**src/rtl/uart_defs_pkg.sv**
```systemverilog
// Shared UART definitions used by both the transmitter and receiver:
// FSM state encodings and bit-period arithmetic.
package uart_defs_pkg;

    localparam logic [3:0] ST_IDLE      = 4'd0;
    localparam logic [3:0] ST_START_BIT = 4'd1;
    localparam logic [3:0] ST_DATA      = 4'd2;
    localparam logic [3:0] ST_STOP_BIT  = 4'd3;
    localparam logic [3:0] ST_DE_HOLD   = 4'd4;

    localparam int BAUD_CNT_W   = 16;
    localparam int BAUD_CNT_MAX = 65535;

    // Truncating division: the residual rate error is accepted by design.
    function automatic int calc_clk_per_baud(input int clk_freq_mhz, input int baud);
        return (clk_freq_mhz * 1_000_000) / baud;
    endfunction

endpackage

```
**src/rtl/uart_baud_counter.sv**
```systemverilog
// Bit-period timer: down-counter that pulses tc on the last cycle of each
// bit period and reloads itself, so back-to-back bits stay exactly aligned.
module uart_baud_counter
    import uart_defs_pkg::*;
#(
    parameter int clk_per_baud = 426
) (
    input  logic clk,
    input  logic reset,
    input  logic clear,
    input  logic enable,
    output logic tc
);

    localparam logic [BAUD_CNT_W-1:0] RELOAD = BAUD_CNT_W'(clk_per_baud - 1);

    logic [BAUD_CNT_W-1:0] count;

    always_ff @(posedge clk) begin
        if (reset) begin
            count <= '0;
        end else if (clear) begin
            count <= RELOAD;
        end else if (enable) begin
            count <= (count == '0) ? RELOAD : count - 1'b1;
        end
    end

    assign tc = enable && !clear && (count == '0);

endmodule

```
**src/rtl/uart_tx_state_machine.sv**
```systemverilog
// 8N1 UART transmitter with a one-byte holding register and an RS-485
// driver enable that is held for a configurable number of bit periods.
//
// state        | meaning
// ST_IDLE      | line idle, de low, waiting for the holding register to fill
// ST_START_BIT | driving the start bit (0)
// ST_DATA      | driving data bit bit_idx, LSB first
// ST_STOP_BIT  | driving the stop bit (1); chains straight into the next frame
// ST_DE_HOLD   | line idle high with de still asserted for de_hold_bits periods
module uart_tx_state_machine
    import uart_defs_pkg::*;
#(
    parameter int baudrate     = 187_500,
    parameter int clk_freq_MHz = 80,
    parameter int de_hold_bits = 1
) (
    input  logic       clk,
    input  logic       reset,
    input  logic [7:0] data,
    input  logic       data_valid,
    output logic       ready,
    output logic       tx,
    output logic       de,
    output logic       busy,
    output logic       tx_done
);

    localparam int CLK_PER_BAUD = calc_clk_per_baud(clk_freq_MHz, baudrate);
    localparam logic [15:0] HOLD_BITS = 16'(de_hold_bits);
    localparam bit HAS_DE_HOLD = (de_hold_bits > 0);

    if (CLK_PER_BAUD < 2 || CLK_PER_BAUD > BAUD_CNT_MAX) begin : g_bad_clk_per_baud
        $error("uart_tx_state_machine: clk_per_baud %0d outside 2..65535", CLK_PER_BAUD);
    end

    logic [3:0]  state;
    logic [2:0]  bit_idx;
    logic [15:0] hold_left;
    logic [7:0]  holding_byte;
    logic [7:0]  shift_byte;
    logic        holding_full;
    logic        stop_end;
    logic        bit_tc;
    logic        frame_active;
    logic        start_frame;
    logic        line_bit;

    assign frame_active = (state != ST_IDLE);
    assign start_frame  = holding_full && ((state == ST_IDLE) || (state == ST_DE_HOLD));
    assign ready        = !holding_full;
    assign busy         = frame_active || holding_full || de;

    uart_baud_counter #(
        .clk_per_baud(CLK_PER_BAUD)
    ) u_baud_counter (
        .clk   (clk),
        .reset (reset),
        .clear (start_frame),
        .enable(frame_active),
        .tc    (bit_tc)
    );

    always_comb begin
        line_bit = 1'b1;
        case (state)
            ST_START_BIT: line_bit = 1'b0;
            ST_DATA:      line_bit = shift_byte[bit_idx];
            default:      line_bit = 1'b1;
        endcase
    end

    // Outputs are registered from the state, so the line trails the FSM by one cycle.
    always_ff @(posedge clk) begin
        if (reset) begin
            state        <= ST_IDLE;
            bit_idx      <= '0;
            hold_left    <= '0;
            holding_byte <= '0;
            shift_byte   <= '0;
            holding_full <= 1'b0;
            stop_end     <= 1'b0;
            tx           <= 1'b1;
            de           <= 1'b0;
            tx_done      <= 1'b0;
        end else begin
            stop_end <= 1'b0;
            tx_done  <= stop_end;
            tx       <= line_bit;
            de       <= frame_active;

            if (data_valid && !holding_full) begin
                holding_full <= 1'b1;
                holding_byte <= data;
            end

            case (state)
                ST_IDLE: begin
                    if (start_frame) begin
                        shift_byte   <= holding_byte;
                        holding_full <= 1'b0;
                        state        <= ST_START_BIT;
                    end
                end
                ST_START_BIT: begin
                    if (bit_tc) begin
                        bit_idx <= '0;
                        state   <= ST_DATA;
                    end
                end
                ST_DATA: begin
                    if (bit_tc) begin
                        if (bit_idx == 3'd7) begin
                            state <= ST_STOP_BIT;
                        end else begin
                            bit_idx <= bit_idx + 3'd1;
                        end
                    end
                end
                ST_STOP_BIT: begin
                    if (bit_tc) begin
                        stop_end <= 1'b1;
                        if (holding_full) begin
                            shift_byte   <= holding_byte;
                            holding_full <= 1'b0;
                            state        <= ST_START_BIT;
                        end else if (HAS_DE_HOLD) begin
                            hold_left <= HOLD_BITS;
                            state     <= ST_DE_HOLD;
                        end else begin
                            state <= ST_IDLE;
                        end
                    end
                end
                ST_DE_HOLD: begin
                    if (start_frame) begin
                        shift_byte   <= holding_byte;
                        holding_full <= 1'b0;
                        state        <= ST_START_BIT;
                    end else if (bit_tc) begin
                        if (hold_left <= 16'd1) begin
                            state <= ST_IDLE;
                        end else begin
                            hold_left <= hold_left - 16'd1;
                        end
                    end
                end
                default: state <= ST_IDLE;
            endcase
        end
    end

endmodule

```
**config.mk**
```make
export PLATFORM = sky130hd
export DESIGN_NAME = uart_tx_state_machine
export DESIGN_NICKNAME = d
export VERILOG_FILES = /design/src/rtl/uart_defs_pkg.sv /design/src/rtl/uart_baud_counter.sv /design/src/rtl/uart_tx_state_machine.sv
export SDC_FILE = /design/constraint.sdc
export NUM_CORES = 1
export LEC_CHECK = 0
export BUFFER_PORTS_ARGS = -buffer_cell sky130_fd_sc_hd__buf_2
export CAP_MARGIN = 0
export CORE_UTILIZATION = 60
export CTS_CLUSTER_SIZE = 16
export DETAILED_ROUTE_END_ITERATION = 8
export GPL_ROUTABILITY_DRIVEN = 1
export GPL_TIMING_DRIVEN = 0
export PLACE_DENSITY = 0.78
export SYNTH_ARGS = -nofsm -noshare
export SYNTH_HDL_FRONTEND = slang
export SYNTH_HIERARCHICAL = 1
export SYNTH_SLANG_ARGS = --single-unit
```
**constraint.sdc**
```tcl
create_clock -name clk -period 3.2 [get_ports clk]
set_clock_uncertainty 0.2 [all_clocks]
set_input_delay 0.64 -clock clk [delete_from_list [all_inputs] [get_ports clk]]
set_output_delay 0.64 -clock clk [all_outputs]
set_load 0.01 [all_outputs]
```
# Word-level counts from Yosys, hierarchy flattened
# Cells that the tools add are included.
# totals
ff_bits	60
input_bits	11
output_inout_bits	5
wordCells	96
# classes
n_addsub	3
n_lt_le_gt_ge	2
eq_ne	19
n_mux	36
bitwise	1
n_reduce_logical	23
# ops
operator	count
two-way mux 16 bit	6
two-way mux 4 bit	8
case mux 16 bit (2 select lines)	1
subtractor 16 x 1 -> 16 bit (second input constant)	2
two-way mux 8 bit	3
inequality test 2 bit (second input constant)	10
case mux 4 bit (5 select lines)	1
two-way mux 9 bit	2
less-or-equal comparator 16 x 1 -> 1 bit (second input constant)	1
logical NOT 16 bit	1
case mux 8 bit (2 select lines)	1
two-way mux 3 bit	4
equality test 4 x 2 -> 1 bit (second input constant)	2
AND reduction 4 bit	2
nonzero test 2 bit	4
AND reduction 7 bit	1
two-way mux 1 bit	6
case mux 3 bit (2 select lines)	1
AND reduction 6 bit	1
OR reduction 2 bit	3
equality test 4 x 1 -> 1 bit (second input constant)	1
equality test 4 x 3 -> 1 bit (second input constant)	1
logical AND 1 bit	4
logical NOT 4 bit	1
other kinds (12)	17

# Logic depth before layout (Yosys ltp)
# logic_depth
depth_word	9
mapped_depth	11
mapped_depth_nobuf	10

# Modules after synthesis
# The synthesis kept the hierarchy.
# by_module_without_submodules
mod	instances	cells_each	area_per_inst_um2	seq_area_each_um2
uart_tx_state_machine	1	234	2164.6	860.8
uart_baud_counter	1	88	790.8	320.3

# Worst setup path before layout
# OpenSTA, ideal clock, no wires.
# synth_path
path_kind	reg2reg
from	reg state[2]
to	reg hold_left[10]
arrival_time_ps	2718
t_required_ps	2928
path_slack_ps	210
path_stages_with_launch	11
path_buffers	2
path_cell_list	dfxtp_1 clkbuf_1 or3_1 nor4b_2 nand4_1 nor2_1 nor2b_1 nand3_1 buf_2 a2111oi_2 mux2i_1
# synth_rtl
element	line_no	source
from (decl)	uart_tx_state_machine.sv:36	logic [3:0] state;
from (signal assigned)	uart_tx_state_machine.sv:75	state <= ST_IDLE;
from (signal assigned)	uart_tx_state_machine.sv:101	state <= ST_START_BIT;
from (signal assigned)	uart_tx_state_machine.sv:107	state <= ST_DATA;
nonzero test 4 bit (*)	uart_tx_state_machine.sv:48	assign frame_active = (state != ST_IDLE);
named net frame_active	uart_tx_state_machine.sv:44	logic frame_active;
logical AND 1 bit (*) (2 in series)	uart_baud_counter.sv:29	assign tc = enable && !clear && (count == '0);
named net bit_tc	uart_tx_state_machine.sv:43	logic bit_tc;
inequality test 2 bit (no source line)	n/a	
AND reduction 6 bit (no source line) (*)	n/a	
to (signal assigned)	uart_tx_state_machine.sv:143	hold_left <= hold_left - 16'd1;
to (decl)	uart_tx_state_machine.sv:38	logic [15:0] hold_left;
# The timed path passes the listed nets; every way through them passes the cells marked *.
# A chain may end at the register's enable or synchronous reset.

# Final worst setup path
# Ends and elaborated chain as after synthesis.

==> impl_metrics.ini <==
[status]
status = completed

[clock_tree]
cts_tree = done
worstSkewPairLatency_ps = 340
cts_made_buffers = 9
cts_root_buf = clkbuf_8
path_clk_slew_ps = 70
cts_buffer_depth = 2
ctsHoldBuffers = 0
cts_max_level = 3
cts.sinks = 59

[synth]
synth_common_cells = 59 x dfxtp_1, 44 x nor2_1, 22 x mux2i_1
synth_edf_count = 0
ys_seq_area_share_pct = 40.0
yosys_warnings = 6
synth_top_area_cell = dfxtp_1
synth_fp_nets = 339
syn-instance-count = 322
synth_cell_types = 59
syn_area_sq_mm = 0.00296
synthFlopType = dfxtp_1
async_reset_ff_share_pct = 0
synth_most_common_cell = dfxtp_1
yosysTopAreaCellShare_pct = 40.0
yosys-top-cells-area = dfxtp_1 40%, mux2i_1 7.5%, nor2_1 5.6%, xor2_1 3.3%, ha_1 2.5%
postSynthAreaPerCell_sq_um = 9.18
synth-seq-cells = 59

[setup_path]
cp_slowest_stage_delay_ps = 370
worst_path_most_repeated_cell = clkbuf_4
end_kind = flip-flop
r2r_slack_ps = 200
crit_fanout = 10
r2r-start = state[2]$_SDFFE_PP0P_
slowest_stage = dfxtp_1
crit_type = flip-flop to flip-flop
crit_path_cell_trace = clkbuf_4, or3_4, nor4b_4, nand4_1, nor2_4, nor2b_2, nand3_1, clkbuf_4, a2111oi_2, mux2i_1
r2r-end = hold_left[10]$_SDFFE_PP0P_
worstRegToRegCells = 10
startpoint_type = flip-flop
arrival_ps = 3070
required_ps = 3270

[sta]
tightestPinTransition_ps = 563
period_needed_ps = 3000
setup_viol = 0
slew_violations = 0
layout_setup_ws_ps = 199
hold_violations = 0
final.period_utilization_pct = 93.8
slew_headroom_pct = 62.1
fmax_ghz = 0.333

[floorplanning]
num_rows = 25
initial_core_util_pct = 62.6
die_h_microns = 72.2
die-width_microns = 72.2
design.core.area_sq_mm = 0.00472
design.die.area_sq_mm = 0.00521
ios = 16

[run]
maxCapViolCount = 0

[finish]
synthToLayoutAreaGrowth_pct = 15.3
num_antenna_cells = 0
final_net_count = 368
drive_gt1_share_pct = 19.1

[global_route]
grt_max_degree = 12
grt_pass1_wl_microns = 10000
antenna_found_initial = 0
grt_pass1_vias = 2206
grt_usage_pct = 25.0
grt-ovfl-total = 0

[place]
gp_congestion = 0.861
hpwl_microns = 4090
port_buffers = 15
place_ws_ps = -429

[drt]
drtIter0Drc = 136
wl_microns = 5740
via_per_inst = 5.69
routedWlPerCell_microns = 13.6
num_vias = 2405
antenna_left = 0
drt_pass1_iterations = 4
drc_errors = 0

[pwr]
p_total_mw = 2.56
leakagePower_nw = 1.41
irDropWorstVdd_uv = 468
power_density_mw_per_mm2 = 751

[hold_path]
hold_path_depth = 1
hold_end = tx_done$_SDFF_PP0_
hold_start = stop_end$_SDFF_PP0_
hp-class = flip-flop to flip-flop
==> registers in the layout, indices dropped and copies added (netlist names) <==
name,count
holding_byte,8
de,1
bit_idx,3
shift_byte,8
holding_full,1
stop_end,1
tx_done,1
hold_left,16
tx,1
u_baud_counter/count,16
state,3
==> metal layers <==
layer | GRT usage [%] | routed length (microns) | part of all wire [%] | up-vias
met1 | 33.4 | 2820 | 49 | 1124
li1 | - | - | - | 1227
met3 | 5.14 | 199 | 3.5 | 10
met2 | 37.9 | 2610 | 45 | 44
met5 | 0 | 0 | 0 | -
met4 | 13.5 | 116 | 2.0 | 0
==> worst max-delay path, delay by kind of cell (launching register included) <==
kind	cells	cell delay [ps]
flip-flops	1	370
buffers and inverters	2	460
AO/OA/AOI/OAI	1	350
multiplexers	1	220
AND/OR/NAND/NOR	6	1320
==> worst max path at each step <==
stage | from | to | slack [ps] | cells past startpoint
floorplan | state[2]$_SDFFE_PP0P_ | hold_left[10]$_SDFFE_PP0P_ | 210 | 10
global placement | state[2]$_SDFFE_PP0P_ | hold_left[10]$_SDFFE_PP0P_ | -370 | 10
detailed placement | state[2]$_SDFFE_PP0P_ | hold_left[10]$_SDFFE_PP0P_ | -430 | 10
CTS | state[2]$_SDFFE_PP0P_ | hold_left[10]$_SDFFE_PP0P_ | 30 | 10
global route | state[1]$_SDFFE_PP0P_ | hold_left[10]$_SDFFE_PP0P_ | -20 | 10
finish | state[2]$_SDFFE_PP0P_ | hold_left[10]$_SDFFE_PP0P_ | 200 | 10
==> through the flow <==
step                instance area (sq um)  cells  TNS, ps  hold WS (ps)  utilization, %
floorplan                            2960    322        0           214               -
global placement                     3110    404    -6250           239            65.9
detailed placement                   3110    404    -7720           236            65.9
CTS                                  3370    420        0           252            71.4
global route                         3410    423    -16.1           271            72.2
finish                               3410    423        0           247            72.2
==> cell type report <==
class                           count  area, sq um
Fill cell                         355         1320
Multi-Input combinational cell    238         1680
Clock buffer                       11          141
Buffer                             14         81.3
Inverter                           11         41.3
Tap cell                           67         83.8
Timing Repair Buffer               18         97.6
Sequential cell                    59         1180
Clock inverter                      5          100
==> cell usage in the layout, fill, tap and decap left out, types with 3 or more instances in the layout <==
cell / n
buf_4: 3
or3_1: 8
nor4_1: 4
a2111o_1: 6
and2_1: 3
o211ai_1: 3
o2111ai_1: 5
nand4_1: 6
nor2b_1: 8
dfxtp_1: 59
xnor2_1: 4
nor2_1: 43
inv_1: 10
o21ai_0: 9
a211oi_1: 5
nor3_1: 11
mux2i_1: 22
bufinv_16: 3
buf_2: 19
xor2_1: 11
ha_1: 6
clkbuf_8: 10
clkbuf_1: 5
nand2_1: 20
and3_1: 3
a21oi_1: 12
nand3_1: 7
==> timing repair <==
action	in CTS	in global routing
resized for setup	4	5
buffers inserted	0	3
endpoints found under the setup margin	29	17
pin swaps	0	2
hold endpoints to repair	0	0
==> power by group <==
part	total [mW]	leakage, nW	internal (mW)	switching, mW
clock network	0.831	0.123	0.536	0.295
logic	0.782	0.810	0.365	0.417
registers	0.946	0.480	0.838	0.108
==> cells by family after synthesis <==
kind of cell	Yosys count	synth area share (%)
and+or+nand+nor	138	24.9
DFF	59	40.0
AOI/OAI and AO/OA	55	15.3
buffers and inverters	25	3.94
muxes	24	8.98
xor gates and xnor gates	15	4.45
adders and majority gates	6	2.54
Note: power is estimated with default switching activity, not from simulation.
